## config.mk

```make
export PLATFORM = sky130hd
export DESIGN_NAME = gpu_axi_read_arbiter
export DESIGN_NICKNAME = d
export VERILOG_FILES = /design/src/rtl/gpu_axi_read_arbiter.sv
export SDC_FILE = /design/constraint.sdc
export NUM_CORES = 1
export LEC_CHECK = 0
export CAP_MARGIN = 20
export CORE_MARGIN = 2
export CORE_UTILIZATION = 35
export CTS_CLUSTER_DIAMETER = 40
export DETAILED_ROUTE_END_ITERATION = 8
export GPL_TIMING_DRIVEN = 0
export PLACE_DENSITY = 0.86
export SLEW_MARGIN = 25
export SYNTH_ARGS = -nofsm -noshare
export SYNTH_HDL_FRONTEND = slang
export SYNTH_SLANG_ARGS = --single-unit
```

## constraint.sdc

```tcl
create_clock -name clk -period 3.8 [get_ports clk]
set_clock_uncertainty 0.1 [all_clocks]
set_input_delay 0.38 -clock clk [delete_from_list [all_inputs] [get_ports clk]]
set_output_delay 0.38 -clock clk [all_outputs]
set_load 0.005 [all_outputs]
```

## src/rtl/gpu_axi_read_arbiter.sv

```systemverilog
// Round-robin arbiter sharing one AXI-lite read master between NUM_REQ GPU read clients.
// A single read is outstanding at a time: accept request, issue AR, return R, repeat.
module gpu_axi_read_arbiter #(
  parameter int unsigned NUM_REQ = 2,
  parameter int unsigned ADDR_W  = 32,
  parameter int unsigned DATA_W  = 32,
  localparam int unsigned IdW    = (NUM_REQ > 1) ? $clog2(NUM_REQ) : 1
) (
  input  logic                      clk,
  input  logic                      rst,
  input  logic [NUM_REQ-1:0]        req_arvalid,
  output logic [NUM_REQ-1:0]        req_arready,
  input  logic [NUM_REQ*ADDR_W-1:0] req_araddr,
  output logic [NUM_REQ-1:0]        req_rvalid,
  input  logic [NUM_REQ-1:0]        req_rready,
  output logic [DATA_W-1:0]         req_rdata,
  output logic [1:0]                req_rresp,
  output logic                      m_axi_arvalid,
  input  logic                      m_axi_arready,
  output logic [ADDR_W-1:0]         m_axi_araddr,
  input  logic                      m_axi_rvalid,
  output logic                      m_axi_rready,
  input  logic [DATA_W-1:0]         m_axi_rdata,
  input  logic [1:0]                m_axi_rresp,
  output logic                      busy,
  output logic [IdW-1:0]            grant_id
);

  typedef enum logic [1:0] {StIdle, StAddr, StData} state_e;

  state_e              state_q;
  logic                arvalid_q;
  logic [ADDR_W-1:0]   araddr_q;
  logic [IdW-1:0]      grant_q;
  logic [IdW-1:0]      last_q;

  logic                pick_valid;
  logic [IdW-1:0]      pick_id;
  logic [ADDR_W-1:0]   pick_addr;

  // Lowest requester above last_q wins; otherwise wrap to the lowest at or below it.
  // The second loop overrides the first, which gives the rotated priority order.
  always_comb begin
    pick_valid = 1'b0;
    pick_id    = '0;
    pick_addr  = '0;
    for (int i = NUM_REQ - 1; i >= 0; i--) begin
      if (req_arvalid[i] && (i <= int'(last_q))) begin
        pick_valid = 1'b1;
        pick_id    = IdW'(i);
        pick_addr  = req_araddr[i*ADDR_W +: ADDR_W];
      end
    end
    for (int i = NUM_REQ - 1; i >= 0; i--) begin
      if (req_arvalid[i] && (i > int'(last_q))) begin
        pick_valid = 1'b1;
        pick_id    = IdW'(i);
        pick_addr  = req_araddr[i*ADDR_W +: ADDR_W];
      end
    end
  end

  always_comb begin
    req_arready  = '0;
    req_rvalid   = '0;
    m_axi_rready = 1'b0;
    unique case (state_q)
      StIdle: begin
        if (pick_valid) req_arready[pick_id] = 1'b1;
      end
      StData: begin
        req_rvalid[grant_q] = m_axi_rvalid;
        m_axi_rready        = req_rready[grant_q];
      end
      default: ;
    endcase
  end

  always_ff @(posedge clk or negedge rst) begin
    if (!rst) begin
      state_q   <= StIdle;
      arvalid_q <= 1'b0;
      araddr_q  <= '0;
      grant_q   <= '0;
      last_q    <= IdW'(NUM_REQ - 1);
    end else begin
      unique case (state_q)
        StIdle: begin
          if (pick_valid) begin
            araddr_q  <= pick_addr;
            grant_q   <= pick_id;
            last_q    <= pick_id;
            arvalid_q <= 1'b1;
            state_q   <= StAddr;
          end
        end
        StAddr: begin
          if (arvalid_q && m_axi_arready) begin
            arvalid_q <= 1'b0;
            state_q   <= StData;
          end
        end
        StData: begin
          if (m_axi_rvalid && m_axi_rready) state_q <= StIdle;
        end
        default: state_q <= StIdle;
      endcase
    end
  end

  assign m_axi_arvalid = arvalid_q;
  assign m_axi_araddr  = araddr_q;
  assign req_rdata     = m_axi_rdata;
  assign req_rresp     = m_axi_rresp;
  assign busy          = (state_q != StIdle);
  assign grant_id      = grant_q;

endmodule

```

=== Word-level counts from Yosys, hierarchy flattened ===
Cells that the tools add are included.

* Bits in registers: 37
* Bits in latches: 0
* RAM bits: 0
* Bits in read-only memories: 0
* Bits of input ports: 106
* Output and inout port bits: 74
* Memories kept: 0

* Add/subtract/negate cells: 0
* $mul: 0
* Div/mod/pow operators: 0
* Magnitude comparators: 6
* Eq/ne operators: 5
* Shift-type cells: 0
* Mux-type cells: 25
* Bitwise gates (word level): 1
* Reductions and logical operators: 12

{| class="wikitable"
|+ Operator list
! cell !! count
|-
| 32-bit 2-to-1 mux || 3
|-
| 1-bit 2-to-1 mux || 12
|-
| 2-bit 2-to-1 mux || 6
|-
| 1-bit logical AND || 6
|-
| 2-bit != test (second input constant) || 3
|-
| 2-bit case mux with 3 select lines || 1
|-
| 3-bit AND reduction || 2
|-
| 1-bit by 2-bit less-than comparator with 1-bit output (second input constant) || 2
|-
| 2-bit nonzero test || 2
|-
| 2-bit bitwise AND || 1
|-
| 1-bit demux with 1-bit select || 2
|-
| 2-bit by 1-bit == test with 1-bit output (second input constant) || 1
|-
| 2-bit == test (second input constant) || 1
|-
| 1-bit greater-or-equal comparator (second input constant) || 2
|-
| 2-bit zero test || 1
|-
| 1-bit case mux with 2 select lines || 1
|-
| 2-bit AND reduction || 1
|-
| 1-bit > comparator (first input constant) || 1
|-
| 1-bit <= comparator (first input constant) || 1
|}

=== Longest topological paths before layout ===
Gate-level depths: netlist (run 1).

* Depth in word-level cells: 11
* Gate-level depth with buffers: 7

=== Worst setup path after synthesis (run 1) ===
No wires, ideal clock.

* Path kind: register to output
* Start point: register last_q
* End point: output port req_arready[0]
* Data arrival time: 1260 ps
* Required time: 3320 ps
* Slack: 2060 ps
* Stages on the path, launching flop included: 5
* Path buffers: 2
* Cells stage by stage: dfstp_2 nand2b_1 clkbuf_1 clkbuf_1 and3_1

* Word-level cells in the longest chain between the ends: 11
* Elaborated cells on any way between the ends: 16

{| class="wikitable"
|+ RTL lines
! item !! line !! text
|-
| start, declared || 35 || <nowiki>logic [IdW-1:0] last_q;</nowiki>
|-
| start signal, assigned || 85 || <nowiki>last_q <= IdW'(NUM_REQ - 1);</nowiki>
|-
| start signal, assigned || 92 || <nowiki>last_q <= pick_id;</nowiki>
|-
| 1-bit <= comparator || 48 || <nowiki>if (req_arvalid[i] && (i <= int'(last_q))) begin</nowiki>
|-
| 1-bit logical AND || 48 ||
|-
| 1-bit 2-to-1 mux (2 in a row) || 48 ||
|-
| 1-bit 2-to-1 mux || 55 || <nowiki>if (req_arvalid[i] && (i > int'(last_q))) begin</nowiki>
|-
| 1-bit by 2-bit less-than comparator with 1-bit output (implied by the code) or 1-bit greater-or-equal comparator (tied branches) || 69 || <nowiki>if (pick_valid) req_arready[pick_id] = 1'b1;</nowiki>
|-
| 1-bit logical AND (implied by the code) || 69 ||
|-
| 1-bit 2-to-1 mux (implied by the code) || 69 ||
|-
| 1-bit demux with 1-bit select || 69 ||
|-
| 2-bit 2-to-1 mux * || 69 ||
|-
| 2-bit 2-to-1 mux * || 67 || <nowiki>unique case (state_q)</nowiki>
|-
| end, declared || 12 || <nowiki>output logic [NUM_REQ-1:0] req_arready,</nowiki>
|}

Every way passes the cells marked *; elsewhere a longest branch is shown, timed or not.

=== Final worst setup path (run 1) ===
Same ends and word-level chain as after synthesis.

==> results of run 1 <==
[cell type report]
class	instances	area share, %
repair buffers	146	38.0
flip-flops and latches	37	23.9
multi-input cells	121	22.3
plain buffers	57	9.84
well taps	75	2.42
clock buffers	5	1.77
clock inverters	3	1.68
inverters	1	0.0967
[power by group]
part / internal (mW) / leakage [nW] / switching [mW]
Sequential: 0.602 / 0.424 / 0.123
Combinational: 0.727 / 1.03 / 0.567
Clock: 0.261 / 0.0681 / 0.142
Total: 1.59 / 1.52 / 0.833
[per-layer routing]
layer | share of wire, % | track usage, % | vias to the layer above
met5 | 0 | 0 | -
met1 | 39 | 22.7 | 1065
met4 | 0.95 | 3.58 | 0
met2 | 51 | 37.1 | 118
li1 | - | - | 1084
met3 | 9.3 | 7.65 | 8
[sequential cells by signal (all words and copies together), names as in the netlist]
register       cells
grant_id           1
state_q            2
last_q             1
m_axi_araddr      32
m_axi_arvalid      1
[worst min-delay path, stage by stage]
cell,delay [ns]
buf_6,0.11
a32oi_1,0.11
a21oi_2,0.12
[stage by stage]
step	cells	instance area, sq um	util [%]
after global routing	445	3880	65.1
after detailed placement	436	3740	62.7
after floorplan	216	2180	-
after CTS	445	3880	65.1
after global placement	435	3710	62.4
final	445	3880	65.1
[cell usage in the layout (no fill, tap or decap)]
master             n
nand3_1            1
a21oi_2           30
a31oi_1            1
dlygate4sd3_1      1
or2_1              1
buf_1              1
a21boi_1           1
nand2b_1           2
buf_2              3
and2_4             1
inv_1              1
clkdlybuf4s50_1  143
clkbuf_8           5
buf_6              5
nand3b_1           2
nand2_1            5
dfrtp_1           36
bufinv_16          2
and2_1             1
clkbuf_1          15
nor3b_1            1
nor2_1             2
a21o_1             1
a21oi_1           35
nor2b_1            1
and3_1             1
o22ai_1            1
clkinv_2           1
mux2i_1            1
buf_16             1
and4b_1            1
a32oi_1           32
buf_4             34
dfstp_2            1
[cell families after synthesis]
logic type | count (synthesis) | synth area share (%)
AO/OA/AOI/OAI | 101 | 34.2
flip-flops | 37 | 42.6
multiplexers | 1 | 0.460
AND/OR/NAND/NOR | 19 | 5.06
buffers and inverters | 58 | 17.7
[final timing paths]
| path | start | endpoint | cells past startpoint |
|---|---|---|---|
| min | req_arvalid[0] | m_axi_araddr[1] | 3 |
| max reg2reg | last_q | m_axi_araddr[6] | 5 |
| max in group asynchronous | rst | last_q | 3 |
| min in group asynchronous | rst | m_axi_araddr[20] | 2 |
| max | last_q | req_arready[0] | 5 |
| min reg2reg | m_axi_araddr[9] | m_axi_araddr[9] | 2 |
==> parameters.txt, run 1 <==
Parameter                              Value

Worst setup path
  Worst Setup End Kind ... output pin
  Worst setup path class ... flip-flop to output pin
  Most used cell along the critical path ... clkbuf_1
  Worst Path Arrival ... 2.32 ns
  Slowest stage cell on the critical path ... dfstp_2
  Top fanout value on the critical path ... 10
  CP max stage delay ... 0.56 ns
  Critical path startpoint category ... flip-flop
  Number of buffer and inverter instances along the worst setup path ... 3
  Data required, critical path ... 3.32 ns
  Critical Path, Cell by Cell ... nand2b_1, clkbuf_1, clkbuf_1, and3_1, clkdlybuf4s50_1
  Crit-path leading delay family ... buffers and inverters
  Worst-case register-to-register setup slack ... 1.90 ns

Routing
  Final routed wire length divided by cell count ... 16.4 um
  DRC violation total after the first TritonRoute iteration ... 60
  Number of vias in the routed layout ... 2275
  Post-route antenna net violation count ... 0
  Remaining design rule violation count ... 0
  Number of vias per cell after detailed routing ... 5.11
  Length of the first detailed-routing pass in iterations ... 4
  Detailed-route wire length ... 7.28 mm

Clock tree
  Clock-pin slew of the registers on the worst-case setup and hold paths ... 0.07 ns
  Clock sink count ... 37
  Number of H-tree levels ... 2
  Post-CTS setup-driven buffer insertion count ... 0
  Number of clock buffers inserted by TritonCTS ... 5
  Number of instances resized during post-cts repair ... 0
  CTS Root Cell ... clkbuf_8
  Insertion delay of the later-clocked pin in the worst-skew pair ... 0.28 ns
  Number of hold buffers added after CTS ... 1
  CTS tree ... built
  Maximum root-to-sink buffer count ... 2

Final layout
  Register Area ... 927 sq um
  Final #Nets ... 475
  Syn-to-layout area delta ... 78.1%
  Fillers ... 510
  Fraction of final layout cells with drive strength greater than 1 ... 22.4%
  Inserted Diodes ... 0
  Area taken by multi-input logic gates ... 866 sq um

Timing
  Post-route clock period utilization ... 73.6%
  Unrepaired setup endpoints after global routing ... false
  Final hold viol count ... 0
  Fmax achieved ... 358 MHz
  Count of final setup violators ... 0
  Worst-margin pin slew ... 0.527 ns
  Min setup slack post-route ... 1.00 ns
  Max-slew violation count ... 0
  Slew HR ... 64.8%
  Worst Hold Slack ... 0.373 ns
  Shortest period the worst path allows ... 2.80 ns
  Setup total negative slack ... 0 ns

Yosys
  Synth cell count leaders ... 36 x dfrtp_1, 35 x a21oi_1, 34 x buf_4
  Post-Synthesis Mean Instance Area ... 10.1 sq um
  Top cell type's share of synthesized area ... 41.4%
  Async set-or-reset flop fraction in the synthesized netlist ... 100%
  Syn Std Cell Area ... 2180 sq um
  Count of synthesis-stage warnings from yosys ... 0
  #FFs+latches synth ... 37
  Number of instances in the synthesized netlist ... 216
  Sequential share of the synthesized area ... 42.6%
  Post-synthesis net count ... 322
  Synth top area cells ... dfrtp_1 41%, a32oi_1 13%, a21oi_2 12%, buf_4 12%, a21oi_1 8.0%
  Dominant cell type by area after synthesis ... dfrtp_1
  Number of library cell types mapped by synthesis ... 28
  Count of flip-flops with a built-in enable after synthesis ... 0
  Flip-flop cell with the highest count after synthesis ... dfrtp_1
  Most instantiated library cell after synthesis ... dfrtp_1

Power and ir drop
  Pwr Total ... 2.42 mW
  Maximum vdd drop ... 0.304 mV
  Leakage power figure ... 1.52 nW
  Pwr per Cell Area ... 625 nW/um^2

Placement
  Count of input and output buffers ... 144
  HPWL Detailed ... 5.63 mm
  Final weighted congestion of routability-driven global placement ... 0.750
  Pre-CTS worst setup slack ... 1.06 ns

Global route
  Vias in the first global route ... 2209
  Number of antenna violations at the first check in global routing ... 0
  Maximum number of pins on one net before global-route repair ... 21
  Overflow after GRT ... 0
  GRT Util Overall ... 20.3%
  Global-route wire length before repair ... 11.3 mm

Floorplan
  Number of top-level design ports ... 180
  Core outline area ... 5960 sq um
  Std cell rows ... 28
  Initial core utilization ... 36.6%
  Die area ... 6870 sq um
  Height of the die ... 82.9 um
  Horizontal extent of the die ... 82.9 um

Worst hold path
  Path type of the worst min-delay path ... input port to flip-flop

Job
  Maxcap violations ... 0

Status
  Status ... finished, final reports clean
(Power assumes the default switching activity.)
==> run 2: changes to the inputs <==
--- a/config.mk
+++ b/config.mk
@@ -7,11 +7,11 @@
 export LEC_CHECK = 0
 export CAP_MARGIN = 20
 export CORE_MARGIN = 2
-export CORE_UTILIZATION = 35
+export CORE_UTILIZATION = 33
 export CTS_CLUSTER_DIAMETER = 40
 export DETAILED_ROUTE_END_ITERATION = 8
 export GPL_TIMING_DRIVEN = 0
-export PLACE_DENSITY = 0.86
+export PLACE_DENSITY = 0.82
 export SLEW_MARGIN = 25
 export SYNTH_ARGS = -nofsm -noshare
 export SYNTH_HDL_FRONTEND = slang
==> constraint.sdc (replaced) <==
create_clock -name clk -period 2.9 [get_ports clk]
set_clock_uncertainty 0.1 [all_clocks]
set_input_delay 0.29 -clock clk [delete_from_list [all_inputs] [get_ports clk]]
set_output_delay 0.29 -clock clk [all_outputs]
set_load 0.005 [all_outputs]
==> parameters.txt, run 2 (synthesis gave the netlist of run 1 again) <==
Parameter                              Value

Timing
  Worst-margin pin slew ... 0.499 ns
  Count of final setup violators ... 0
  Worst Hold Slack ... 0.284 ns
  Setup total negative slack ... 0 ns
  Unrepaired setup endpoints after global routing ... false
  Final hold viol count ... 0
  Fmax achieved ... 368 MHz
  Post-route clock period utilization ... 93.8%
  Max-slew violation count ... 0
  Slew HR ... 66.7%
  Shortest period the worst path allows ... 2.72 ns

Worst setup path
  R2r worst-path depth ... 5
  Slowest stage cell on the critical path ... dfstp_2
  Worst-case register-to-register setup slack ... 1.01 ns
  Critical path startpoint category ... flip-flop
  Worst setup path class ... flip-flop to output pin
  Worst Setup End Kind ... output pin
  Data required, critical path ... 2.51 ns
  Most used cell along the critical path ... clkbuf_1
  Number of cells on the critical path ... 5
  Critical Path, Cell by Cell ... nand2b_1, clkbuf_1, clkbuf_1, and3_1, clkdlybuf4s50_1
  CP max stage delay ... 0.55 ns
  Crit-path leading delay family ... buffers and inverters
  Worst Path Arrival ... 2.33 ns
  Top fanout value on the critical path ... 10
  Number of buffer and inverter instances along the worst setup path ... 3

Global route
  Global-route wire length before repair ... 10.8 mm
  Overflow after GRT ... 0
  GRT Util Overall ... 18.6%
  Number of antenna violations at the first check in global routing ... 0
  Vias in the first global route ... 2309
  Maximum number of pins on one net before global-route repair ... 20

Status
  Status ... finished, final reports clean

Clock tree
  CTS tree ... built
  Clock-pin slew of the registers on the worst-case setup and hold paths ... 0.07 ns
  Number of clock buffers inserted by TritonCTS ... 5
  Maximum root-to-sink buffer count ... 2
  CTS Root Cell ... clkbuf_8
  Number of H-tree levels ... 2
  Number of hold buffers added after CTS ... 1
  Insertion delay of the later-clocked pin in the worst-skew pair ... 0.28 ns
  Number of instances resized during post-cts repair ... 0
  Post-CTS setup-driven buffer insertion count ... 0
  Clock sink count ... 37

Final layout
  Inserted Diodes ... 0
  Register Area ... 927 sq um
  Fraction of final layout cells with drive strength greater than 1 ... 22.0%
  Most common library cell in the layout ignoring fill and taps ... clkdlybuf4s50_1
  Commonest non-fill, non-tap cells in the layout ... 143 x clkdlybuf4s50_1, 36 x dfrtp_1, 35 x a21oi_1
  Syn-to-layout area delta ... 76.0%
  Final #Nets ... 475
  Fillers ... 574
  Area taken by multi-input logic gates ... 866 sq um
  Cell area after layout ... 3830 sq um
  Number of flip-flops in the largest register ... 32

Power and ir drop
  Reg power frac ... 31.7%
  Switching Share ... 35.5%
  Maximum vdd drop ... 0.425 mV
  Net Sw Power ... 1.06 mW
  Share of total power in combinational logic ... 56.2%
  Share of total power in the clock network ... 12.1%
  Cell internal power dissipation ... 1.93 mW
  Pwr per Cell Area ... 780 nW/um^2
  Leakage power figure ... 1.50 nW

Floorplan
  Core outline area ... 6350 sq um
  Initial core utilization ... 34.3%
  Die area ... 7270 sq um
  Height of the die ... 85.2 um
  Std cell rows ... 29
  Number of top-level design ports ... 180
  Horizontal extent of the die ... 85.2 um

Routing
  DRC violation total after the first TritonRoute iteration ... 44
  Remaining design rule violation count ... 0
  Final routed wire length divided by cell count ... 15.4 um
  Number of vias in the routed layout ... 2240
  Post-route antenna net violation count ... 0
  Number of vias per cell after detailed routing ... 5.02
  Detailed-route wire length ... 6.88 mm
  Length of the first detailed-routing pass in iterations ... 4

Placement
  Final weighted congestion of routability-driven global placement ... 0.758
  HPWL Detailed ... 5.33 mm
  Count of input and output buffers ... 144
  Placed inst area ... 3740 sq um

Worst hold path
  Hold path cells ... 3
  Path type of the worst min-delay path ... input port to flip-flop

Job
  Maxcap violations ... 0
-- run 2: metal layers --
| metal | routed length (um) | track usage, % |
|---|---|---|
| met1 | 2670 | 20.3 |
| met2 | 3470 | 33.9 |
| met3 | 650 | 6.52 |
| met4 | 88 | 5.05 |
| met5 | 0 | 0 |
-- run 2: per-stage QoR --
stage / setup WS, ns / power, mW / std cells / util [%]
2_1_floorplan: 1.25 / 1.77 / 216 / -
3_3_place_gp: 0.289 / 2.62 / 437 / 58.5
3_5_place_dp: 0.291 / 2.65 / 438 / 58.9
4_1_cts: 0.176 / 3.03 / 446 / 60.4
5_1_grt: 0.0646 / 3.21 / 446 / 60.4
6_report: 0.180 / 2.99 / 446 / 60.4
-- run 2: power groups by stage --
stage | registers, mW | clock network [mW] | logic [mW]
2_1_floorplan | 0.965 | 0 | 0.806
3_3_place_gp | 0.949 | 0 | 1.67
3_5_place_dp | 0.956 | 0 | 1.70
4_1_cts | 0.951 | 0.375 | 1.70
5_1_grt | 0.988 | 0.393 | 1.83
6_report | 0.948 | 0.361 | 1.68
-- run 2: area by class of cell --
class                           instances  area share, %
Buffer                                 57           9.95
Clock buffer                            7           2.25
Inverter                                1         0.0979
Multi-Input combinational cell        121           22.6
Sequential cell                        37           24.2
Tap cell                               77           2.51
Timing Repair Buffer                  146           38.4
-- run 2: worst paths after layout --
path                                  from          endpoint
max in group asynchronous              rst  m_axi_araddr[27]
hold / removal              req_arvalid[0]  m_axi_araddr[23]
setup / recovery                    last_q    req_arready[0]
setup reg to reg                    last_q  m_axi_araddr[26]
min in group asynchronous              rst  m_axi_araddr[18]
hold reg to reg            m_axi_araddr[6]   m_axi_araddr[6]
-- run 2: worst register-to-register path, cell delays in order, from the launching register on --
cell	delay, ns
dfstp_2	0.55
nand2b_1	0.10
clkbuf_1	0.26
clkbuf_1	0.42
a32oi_1	0.22
a21oi_2	0.17
==> run 3: changes to the inputs <==
--- a/config.mk
+++ b/config.mk
@@ -5,12 +5,12 @@
 export SDC_FILE = /design/constraint.sdc
 export NUM_CORES = 1
 export LEC_CHECK = 0
-export CAP_MARGIN = 20
 export CORE_MARGIN = 2
 export CORE_UTILIZATION = 33
 export CTS_CLUSTER_DIAMETER = 40
 export DETAILED_ROUTE_END_ITERATION = 8
 export GPL_TIMING_DRIVEN = 0
+export HOLD_SLACK_MARGIN = 0.08
 export PLACE_DENSITY = 0.82
 export SLEW_MARGIN = 25
 export SYNTH_ARGS = -nofsm -noshare
==> results of run 3 <==
The final DEF is identical to that of run 2; final timing and power are the same.
